`config.mk`:
```
export PLATFORM = sky130hd
export DESIGN_NAME = program_loader
export DESIGN_NICKNAME = d
export VERILOG_FILES = /design/src/rtl/loader_pkg.sv /design/src/rtl/uart_rx.sv /design/src/rtl/program_loader.sv
export SDC_FILE = /design/constraint.sdc
export NUM_CORES = 1
export LEC_CHECK = 0
export CAP_MARGIN = 20
export CORE_AREA = 8 8 109 111
export DETAILED_ROUTE_END_ITERATION = 16
export DIE_AREA = 0 0 117 119
export PLACE_DENSITY = 0.77
export SYNTH_ARGS = -nofsm -noshare
export SYNTH_HDL_FRONTEND = slang
export SYNTH_SLANG_ARGS = --single-unit
```
`constraint.sdc`:
```
create_clock -name clk -period 5.8 [get_ports clk]
set_input_delay 0.87 -clock clk [delete_from_list [all_inputs] [get_ports clk]]
set_output_delay 0.87 -clock clk [all_outputs]
set_load 0.02 [all_outputs]
```
`src/rtl/loader_pkg.sv`:
```
// Shared types for the boot-time program loader: frame FSM states, UART receiver states
// and the frame sync byte.
package loader_pkg;

  typedef enum logic [2:0] {
    WAIT_SYNC,
    LEN_HI,
    LEN_LO,
    DATA_HI,
    DATA_LO,
    CHECK,
    DONE,
    ERROR
  } loader_state_t;

  typedef enum logic [1:0] {
    RX_IDLE,
    RX_START,
    RX_DATA,
    RX_STOP
  } rx_state_t;

  localparam logic [7:0] SyncByte = 8'hA5;

endpackage

```
`src/rtl/uart_rx.sv`:
```
// 8N1 UART receiver: 2-flop synchroniser, mid-bit sampling, false-start rejection,
// one-cycle rxValid / rxFrameErr pulses at the stop-bit sample.
module uart_rx
  import loader_pkg::*;
#(
  parameter int ClksPerBit = 434
) (
  input  logic       clk,
  input  logic       rstN,
  input  logic       rx,
  output logic       rxValid,
  output logic       rxFrameErr,
  output logic [7:0] rxData
);

  localparam int CntW = $clog2(ClksPerBit);
  localparam logic [CntW-1:0] HalfLast = CntW'(ClksPerBit / 2 - 1);
  localparam logic [CntW-1:0] FullLast = CntW'(ClksPerBit - 1);

  rx_state_t       state_q, state_d;
  logic [1:0]      sync_q;
  logic            prev_q;
  logic [CntW-1:0] cnt_q, cnt_d;
  logic [2:0]      bit_q, bit_d;
  logic [7:0]      shift_q, shift_d;
  logic            valid_q, valid_d;
  logic            ferr_q, ferr_d;
  logic            rx_s;

  assign rx_s = sync_q[1];

  // NOTE: sequential state uses non-blocking assignments only; the synchroniser resets to
  // the idle-high line level so reset release never looks like a start bit.
  always_ff @(posedge clk or negedge rstN) begin
    if (!rstN) begin
      sync_q  <= 2'b11;
      prev_q  <= 1'b1;
      state_q <= RX_IDLE;
      cnt_q   <= '0;
      bit_q   <= '0;
      shift_q <= '0;
      valid_q <= 1'b0;
      ferr_q  <= 1'b0;
    end else begin
      sync_q  <= {sync_q[0], rx};
      prev_q  <= rx_s;
      state_q <= state_d;
      cnt_q   <= cnt_d;
      bit_q   <= bit_d;
      shift_q <= shift_d;
      valid_q <= valid_d;
      ferr_q  <= ferr_d;
    end
  end

  // NOTE: every always_comb output gets a default first so no latch can be inferred.
  always_comb begin
    state_d = state_q;
    cnt_d   = cnt_q;
    bit_d   = bit_q;
    shift_d = shift_q;
    valid_d = 1'b0;
    ferr_d  = 1'b0;
    unique case (state_q)
      RX_IDLE: begin
        if (prev_q && !rx_s) begin
          state_d = RX_START;
          cnt_d   = '0;
        end
      end
      RX_START: begin
        if (cnt_q == HalfLast) begin
          cnt_d = '0;
          bit_d = '0;
          state_d = rx_s ? RX_IDLE : RX_DATA;
        end else begin
          cnt_d = cnt_q + 1'b1;
        end
      end
      RX_DATA: begin
        if (cnt_q == FullLast) begin
          cnt_d   = '0;
          shift_d = {rx_s, shift_q[7:1]};
          if (bit_q == 3'd7) state_d = RX_STOP;
          else               bit_d   = bit_q + 3'd1;
        end else begin
          cnt_d = cnt_q + 1'b1;
        end
      end
      RX_STOP: begin
        if (cnt_q == FullLast) begin
          cnt_d   = '0;
          state_d = RX_IDLE;
          valid_d = rx_s;
          ferr_d  = !rx_s;
        end else begin
          cnt_d = cnt_q + 1'b1;
        end
      end
      default: state_d = RX_IDLE;
    endcase
  end

  assign rxValid    = valid_q;
  assign rxFrameErr = ferr_q;
  assign rxData     = shift_q;

endmodule

```
`src/rtl/program_loader.sv`:
```
// Boot loader: parses A5/LEN/data/CHK frames from the UART and writes big-endian 16-bit words
// into instruction memory, holding the CPU in reset until a frame verifies.
module program_loader
  import loader_pkg::*;
#(
  parameter int ClksPerBit = 434,
  parameter int AddrWidth  = 16,
  parameter int Depth      = 8192
) (
  input  logic                 clk,
  input  logic                 rstN,
  input  logic                 uartRx,
  output logic                 imemWriteEnable,
  output logic [AddrWidth-1:0] imemWriteAddr,
  output logic [15:0]          imemWriteData,
  output logic                 cpuHold,
  output logic                 loadDone,
  output logic                 loadError,
  output logic [AddrWidth-1:0] wordCount
);

  localparam logic [16:0] DepthLimit = 17'(Depth);

  logic       rx_valid;
  logic       rx_frame_err;
  logic [7:0] rx_data;

  uart_rx #(.ClksPerBit(ClksPerBit)) u_uart_rx (
    .clk       (clk),
    .rstN      (rstN),
    .rx        (uartRx),
    .rxValid   (rx_valid),
    .rxFrameErr(rx_frame_err),
    .rxData    (rx_data)
  );

  loader_state_t        state_q, state_d;
  logic [15:0]          len_q, len_d;
  logic [7:0]           hi_q, hi_d;
  logic [7:0]           chk_q, chk_d;
  logic [AddrWidth-1:0] word_q, word_d;
  logic [AddrWidth-1:0] word_inc;
  logic [15:0]          data_q, data_d;
  logic [15:0]          new_len;
  logic                 we_q, we_d;
  logic                 done_q, err_q, hold_q;

  always_ff @(posedge clk or negedge rstN) begin
    if (!rstN) begin
      state_q <= WAIT_SYNC;
      len_q   <= '0;
      hi_q    <= '0;
      chk_q   <= '0;
      word_q  <= '0;
      data_q  <= '0;
      we_q    <= 1'b0;
      done_q  <= 1'b0;
      err_q   <= 1'b0;
      hold_q  <= 1'b1;
    end else begin
      state_q <= state_d;
      len_q   <= len_d;
      hi_q    <= hi_d;
      chk_q   <= chk_d;
      word_q  <= word_d;
      data_q  <= data_d;
      we_q    <= we_d;
      done_q  <= (state_d == DONE);
      err_q   <= (state_d == ERROR);
      hold_q  <= (state_d != DONE);
    end
  end

  assign word_inc = word_q + 1'b1;
  assign new_len  = {len_q[15:8], rx_data};

  always_comb begin
    state_d = state_q;
    len_d   = len_q;
    hi_d    = hi_q;
    chk_d   = chk_q;
    word_d  = word_q;
    data_d  = data_q;
    we_d    = 1'b0;
    unique case (state_q)
      WAIT_SYNC, DONE, ERROR: begin
        if (rx_valid && rx_data == SyncByte) begin
          state_d = LEN_HI;
          chk_d   = '0;
        end
      end
      LEN_HI: begin
        if (rx_valid) begin
          len_d[15:8] = rx_data;
          chk_d       = chk_q ^ rx_data;
          state_d     = LEN_LO;
        end
      end
      LEN_LO: begin
        if (rx_valid) begin
          len_d = new_len;
          chk_d = chk_q ^ rx_data;
          if ({1'b0, new_len} > DepthLimit) begin
            state_d = ERROR;
          end else begin
            word_d  = '0;
            state_d = (new_len == 16'd0) ? CHECK : DATA_HI;
          end
        end
      end
      DATA_HI: begin
        if (rx_valid) begin
          hi_d    = rx_data;
          chk_d   = chk_q ^ rx_data;
          state_d = DATA_LO;
        end
      end
      DATA_LO: begin
        // The strobe cycle is followed by the address bump, so a strobe never repeats.
        if (we_q) begin
          word_d  = word_inc;
          state_d = (32'(word_inc) == 32'(len_q)) ? CHECK : DATA_HI;
        end else if (rx_valid) begin
          we_d   = 1'b1;
          data_d = {hi_q, rx_data};
          chk_d  = chk_q ^ rx_data;
        end
      end
      CHECK: begin
        if (rx_valid) state_d = (rx_data == chk_q) ? DONE : ERROR;
      end
      default: state_d = WAIT_SYNC;
    endcase

    if (rx_frame_err && !(state_q inside {WAIT_SYNC, DONE, ERROR})) begin
      state_d = ERROR;
      we_d    = 1'b0;
    end
  end

  assign imemWriteEnable = we_q;
  assign imemWriteAddr   = word_q;
  assign imemWriteData   = data_q;
  assign cpuHold         = hold_q;
  assign loadDone        = done_q;
  assign loadError       = err_q;
  assign wordCount       = word_q;

endmodule

```
Word-level counts from Yosys, hierarchy flattened
Cells that the tools add are included.

Logic and storage cells: 125. Output and inout port bits: 52. Register bits after elaboration: 98. Bits of input ports: 3.

Eq/ne operators: 30. Bitwise logic cells: 3. Reduce and logical (&&, ||, !) cells: 24. Muxes and demuxes: 45. Add/subtract/negate cells: 3. Order comparisons: 1.

Operators by type and width (count): 2-to-1 mux 16 bit (3); 2-to-1 mux 3 bit (13); 2-to-1 mux 8 bit (4); one-hot mux 16 bit (2 select lines) (1); 2-to-1 mux 9 bit (3); one-hot mux 9 bit (3 select lines) (1); one-hot mux 8 bit (3 select lines) (1); equality test 3 bit (second input constant) (7); one-hot mux 3 bit (6 select lines) (1); adder 16 x 1 -> 16 bit (second input constant) (1); equality test 16 bit (1); greater-than comparator 16 x 14 -> 1 bit (second input constant) (1); zero test 16 bit (1); one-hot mux 8 bit (2 select lines) (1); 2-to-1 mux 2 bit (6); inequality test 2 x 1 -> 1 bit (second input constant) (6); inequality test 2 bit (second input constant) (5); adder 9 x 1 -> 9 bit (second input constant) (1); equality test 9 x 8 -> 1 bit (second input constant) (1); equality test 9 bit (second input constant) (1); 2-to-1 mux 1 bit (9); AND reduction 3 bit (3); equality test 8 bit (1); equality test 8 bit (second input constant) (1); other kinds (21) (33).

Logic depth before layout (Yosys ltp)
Depth in word-level cells: 7. Gate-level depth with buffers: 9. Gate-level depth less buffers: 8.

By module
Synthesis repeated with hierarchy kept, for this count alone.

Cell total of the unflattened synthesis: 530. Area total of the unflattened synthesis: 5353.9 µm².

Modules (own cells, without submodules): program_loader (area an instance 3988.8 µm², cells an instance 402, instances 1); uart_rx (area an instance 1365.1 µm², cells an instance 128, instances 1).

Least setup slack after synthesis
OpenSTA, ideal clock, no wires.

Kind: flip-flop to flip-flop. Start: register word_q[0] (netlist: imemWriteAddr[0]). End: register state_q[1]. Cell stages (with the launch flop): 8. Slack: 3.700 ns. Data arrival time: 1.974 ns. Library setup time: 0.126 ns. Buffers on the path: 0. Path through: dfrtp_1 > ha_1 > nand3_1 > or3_1 > a21oi_1 > o221ai_1 > nor4_2 > o21bai_1.

Word-level cells in the longest chain between the ends: 6.

RTL lines: from (decl) (RTL line program_loader.sv:41) `logic [AddrWidth-1:0] word_q, word_d;`; from (signal assigned) (RTL line program_loader.sv:65) `word_q <= word_d;`; adder 16 x 1 -> 16 bit (RTL line program_loader.sv:74) `assign word_inc = word_q + 1'b1;`; equality test 16 bit (RTL line program_loader.sv:122) `state_d = (32'(word_inc) == 32'(len_q)) ? CHECK : DATA_HI;`; 2-to-1 mux 3 bit (RTL line program_loader.sv:122); 2-to-1 mux 3 bit (RTL line program_loader.sv:120) `if (we_q) begin`; one-hot mux 3 bit (6 select lines) (RTL line program_loader.sv:85) `unique case (state_q)`; 2-to-1 mux 3 bit (RTL line program_loader.sv:135) `if (rx_frame_err && !(state_q inside {WAIT_SYNC, DONE, ERROR})) begin`; via state_d[1] (RTL line program_loader.sv:37) `loader_state_t state_q, state_d;`; to (signal assigned) (RTL line program_loader.sv:61) `state_q <= state_d;`; to (decl) (RTL line program_loader.sv:37).

The timed path passes the listed nets, and every way through them passes these cells. A chain may end at the register's enable or synchronous reset.

Final worst setup path
Start: register state_q[2]. End: register word_q[10] (netlist: imemWriteAddr[10]).

Word-level cells in the longest chain between the ends: 3. Elaborated cells between the ends (all ways): 8. Those cells by class: eq/ne (5); mux (1); reduce/logical (2).

RTL lines (RTL line): equality test 3 x 2 -> 1 bit / equality test 3 bit (equally long branches) (program_loader.sv:85); inequality test 2 x 1 -> 1 bit (no line), or another cell as far along; AND reduction 4 bit (no line).

Several ways; a longest one is shown, not always the timed one.

==> results.json <==
{
  "numPortBuffers": 54,
  "globalplace.congestion": 0.898,
  "cp_slowest_cell": "dfrtp_1",
  "skew_ns": 0.00743,
  "max_stage_delay_ns": 0.76,
  "worst_r2r_endpoint": "imemWriteAddr[10]$_DFFE_PN0P_",
  "p_sw_mw": 0.316,
  "die_y_um": 119,
  "dpl.cell_count": 659,
  "holdBufCountCts": 0,
  "cts_max_level": 3,
  "die-area_um2": 13900,
  "vias": 3876,
  "fin_setup_tns_ns": 0,
  "vias_per_cell": 5.76,
  "cp_cell_sequence": "nand2b_1 -> nor2b_1 -> a21oi_1 -> buf_4 -> o21ai_0 -> o41ai_1",
  "clockPowerShare_pct": 34.0,
  "antenna_left": 0,
  "path_max_fanout": 18,
  "period_minus_slack_ns": 2.54,
  "numCtsBuffers": 9,
  "min_path_cells": 0,
  "rsz0062_at_grt": "false",
  "wl_per_cell_um": 16.7,
  "reg2reg_depth": 6,
  "syn_inst": 515,
  "status": "completed",
  "cts_setup_buffers": 0,
  "antenna_found_initial": 0,
  "postCtsResizedCells": 0,
  "drtIter0Drc": 141,
  "grt_pass1_wl_um": 18800,
  "endpoint_kind": "register",
  "mostFrequentLayoutCells": "dfrtp_1 (94), clkdlybuf4s50_1 (53), o21ai_0 (48)",
  "cts_tree": "done",
  "synthFlopType": "dfrtp_1",
  "pre_cts_ws_ns": 3.30,
  "hold_end": "u_uart_rx.sync_q[1]$_DFF_PN1_",
  "grt_pass1_vias": 3709,
  "relSlewSlack_pct": 43.4,
  "die_x_um": 117,
  "layout.cells.non_filler": 673,
  "min-delay-start": "u_uart_rx.sync_q[0]$_DFF_PN1_",
  "switching_share_pct": 25.1,
  "synth_warnings": 0,
  "synth_edf_count": 0,
  "wl_um": 11200,
  "r2r-start": "state_q[2]$_DFF_PN0_",
  "ys_ff_latch": 98,
  "postSynthAreaPerCell_um2": 10.5,
  "overflow": 0,
  "layout-drive-gt1-share_pct": 16.4,
  "setup_violations": 0,
  "fin_nets": 544,
  "gr-usage-all-layers_pct": 16.7,
  "netlist_area_um2": 5390,
  "ir_drop_mv": 0.212,
  "p_int_mw": 0.945,
  "combPwrFrac_pct": 6.9,
  "holdWs_ns": 0.364,
  "worst_slack_ns": 3.26,
  "hold_path.class": "reg -> reg",
  "cp.required_ns": 6.02,
  "start_util_pct": 53.4,
  "pin_count": 55,
  "hold_viol": 0,
  "power.leakage_nw": 2.67,
  "cts_buffer_depth": 2,
  "drcViolationCount": 0,
  "cts_sinks": 98,
  "drtPass1Iterations": 4,
  "fin_crit_sh_pct": 43.8,
  "final_common_cell": "dfrtp_1",
  "syn_to_final_growth_pct": 10.4,
  "start_kind": "register",
  "seqPwrFrac_pct": 59.1,
  "hpwl_um": 7840,
  "fmax_mhz": 393,
  "critPathArrivalTime_ns": 2.76,
  "grt_max_degree": 62,
  "async_flop_share_pct": 100,
  "max_slew.worst_pin.slew_ns": 0.847,
  "root_buffer": "clkbuf_8",
  "ys_types": 64,
  "synth_nets": 525,
  "yosysSeqAreaShare_pct": 45.6,
  "r2r_setup_slack_ns": 3.26,
  "num_antenna_cells": 0,
  "clk_pin_slew_worst_paths_ns": 0.09,
  "power_density_nw_per_um2": 212,
  "drv_slew": 0,
  "crit_type": "reg -> reg",
  "core_um2": 10100,
  "insertion_delay_ns": 0.36,
  "rows": 37,
  "drv_cap": 0
}
==> flip-flops by register name, indices dropped and copies added, names as in the netlist, 2 cells and up, named ones only <==
signal            count
state_q               3
u_uart_rx.cnt_q       9
len_q                16
hi_q                  8
u_uart_rx.sync_q      2
chk_q                 8
u_uart_rx.bit_q       3
imemWriteAddr        16
imemWriteData        16
u_uart_rx.rxData      8
==> metrics by stage <==
step	util, %	power [mW]	area (um2)
global route	59.0	1.32	5960
global placement	57.1	0.840	5770
floorplan	-	0.812	5390
finish	59.0	1.26	5960
detailed placement	57.2	0.847	5770
CTS	59.0	1.28	5960
==> area by class of cell <==
type | count | area [um2]
clock buffer | 10 | 128
clock inverter | 4 | 55.1
fill | 879 | 4140
inverter | 11 | 41.3
multi-input combinational | 358 | 2550
sequential | 98 | 2460
tap | 136 | 170
timing repair buffer | 56 | 553
==> Yosys cell counts (all sizes together), types with 3 or more instances <==
cell type	count	area, um2
o221ai	3	26.3
and4	6	55.1
and3	8	50.1
xnor2	16	140
buf	36	254
mux2	47	529
xor2	14	123
a22o	3	26.3
ha	7	87.6
dfrtp	94	2350
a21oi	10	50.1
o41ai	5	43.8
nor3	8	45.0
and2	6	37.5
o31ai	11	96.3
nor2	32	125
o21ai	61	335
a31oi	9	56.3
clkbuf	12	88.8
nand2	28	105
nor4	7	80.1
dfstp	4	105
nand3	12	65.1
or2	3	18.8
nor2b	8	50.1
nand2b	17	106
nand4	8	50.1
inv	10	37.5
mux2i	4	40.0
==> how the worst max path moves through the flow <==
stage,from,to,cells after the start
2_1_floorplan,imemWriteAddr[0]$_DFFE_PN0P_,state_q[1]$_DFF_PN0_,7
6_report,state_q[2]$_DFF_PN0_,imemWriteAddr[10]$_DFFE_PN0P_,6
5_1_grt,state_q[2]$_DFF_PN0_,imemWriteAddr[10]$_DFFE_PN0P_,6
3_5_place_dp,state_q[2]$_DFF_PN0_,imemWriteAddr[4]$_DFFE_PN0P_,6
4_1_cts,imemWriteAddr[4]$_DFFE_PN0P_,imemWriteAddr[4],1
3_3_place_gp,state_q[2]$_DFF_PN0_,imemWriteAddr[15]$_DFFE_PN0P_,5
==> critical path, delay by kind of cell (launching register included) <==
family | cells | cell delay (ns)
AOI/OAI and AO/OA | 3 | 0.52
buffers and inverters | 1 | 0.26
and+or+nand+nor | 2 | 0.85
DFF | 1 | 0.76
==> power groups by stage <==
stage                     logic (mW)  clock network [mW]  registers, mW
final                         0.0864               0.429          0.745
after floorplan               0.0620                   0          0.749
after global routing           0.102               0.464          0.750
after detailed placement      0.0884                   0          0.759
after CTS                     0.0890               0.442          0.745
after global placement        0.0837                   0          0.756
==> per-layer routing <==
layer / track usage [%] / share of wire, % / routed length (um)
met1: 22.8 / 46 / 5150
met2: 26.0 / 47 / 5280
met3: 2.88 / 5.5 / 620
met4: 6.08 / 1.5 / 173
met5: 0 / 0 / 0
==> cells by family (layout without fill, tap and decap cells) <==
family,after synthesis,in the layout,share of synthesized area (%)
simple gates,151,151,15.9
buf+inv,59,81,7.12
compound gates,119,119,14.4
xor+xnor,30,30,4.87
flops,98,98,45.6
fa+ha+maj,7,7,1.62
mux,51,51,10.6
(Power assumes the default switching activity.)
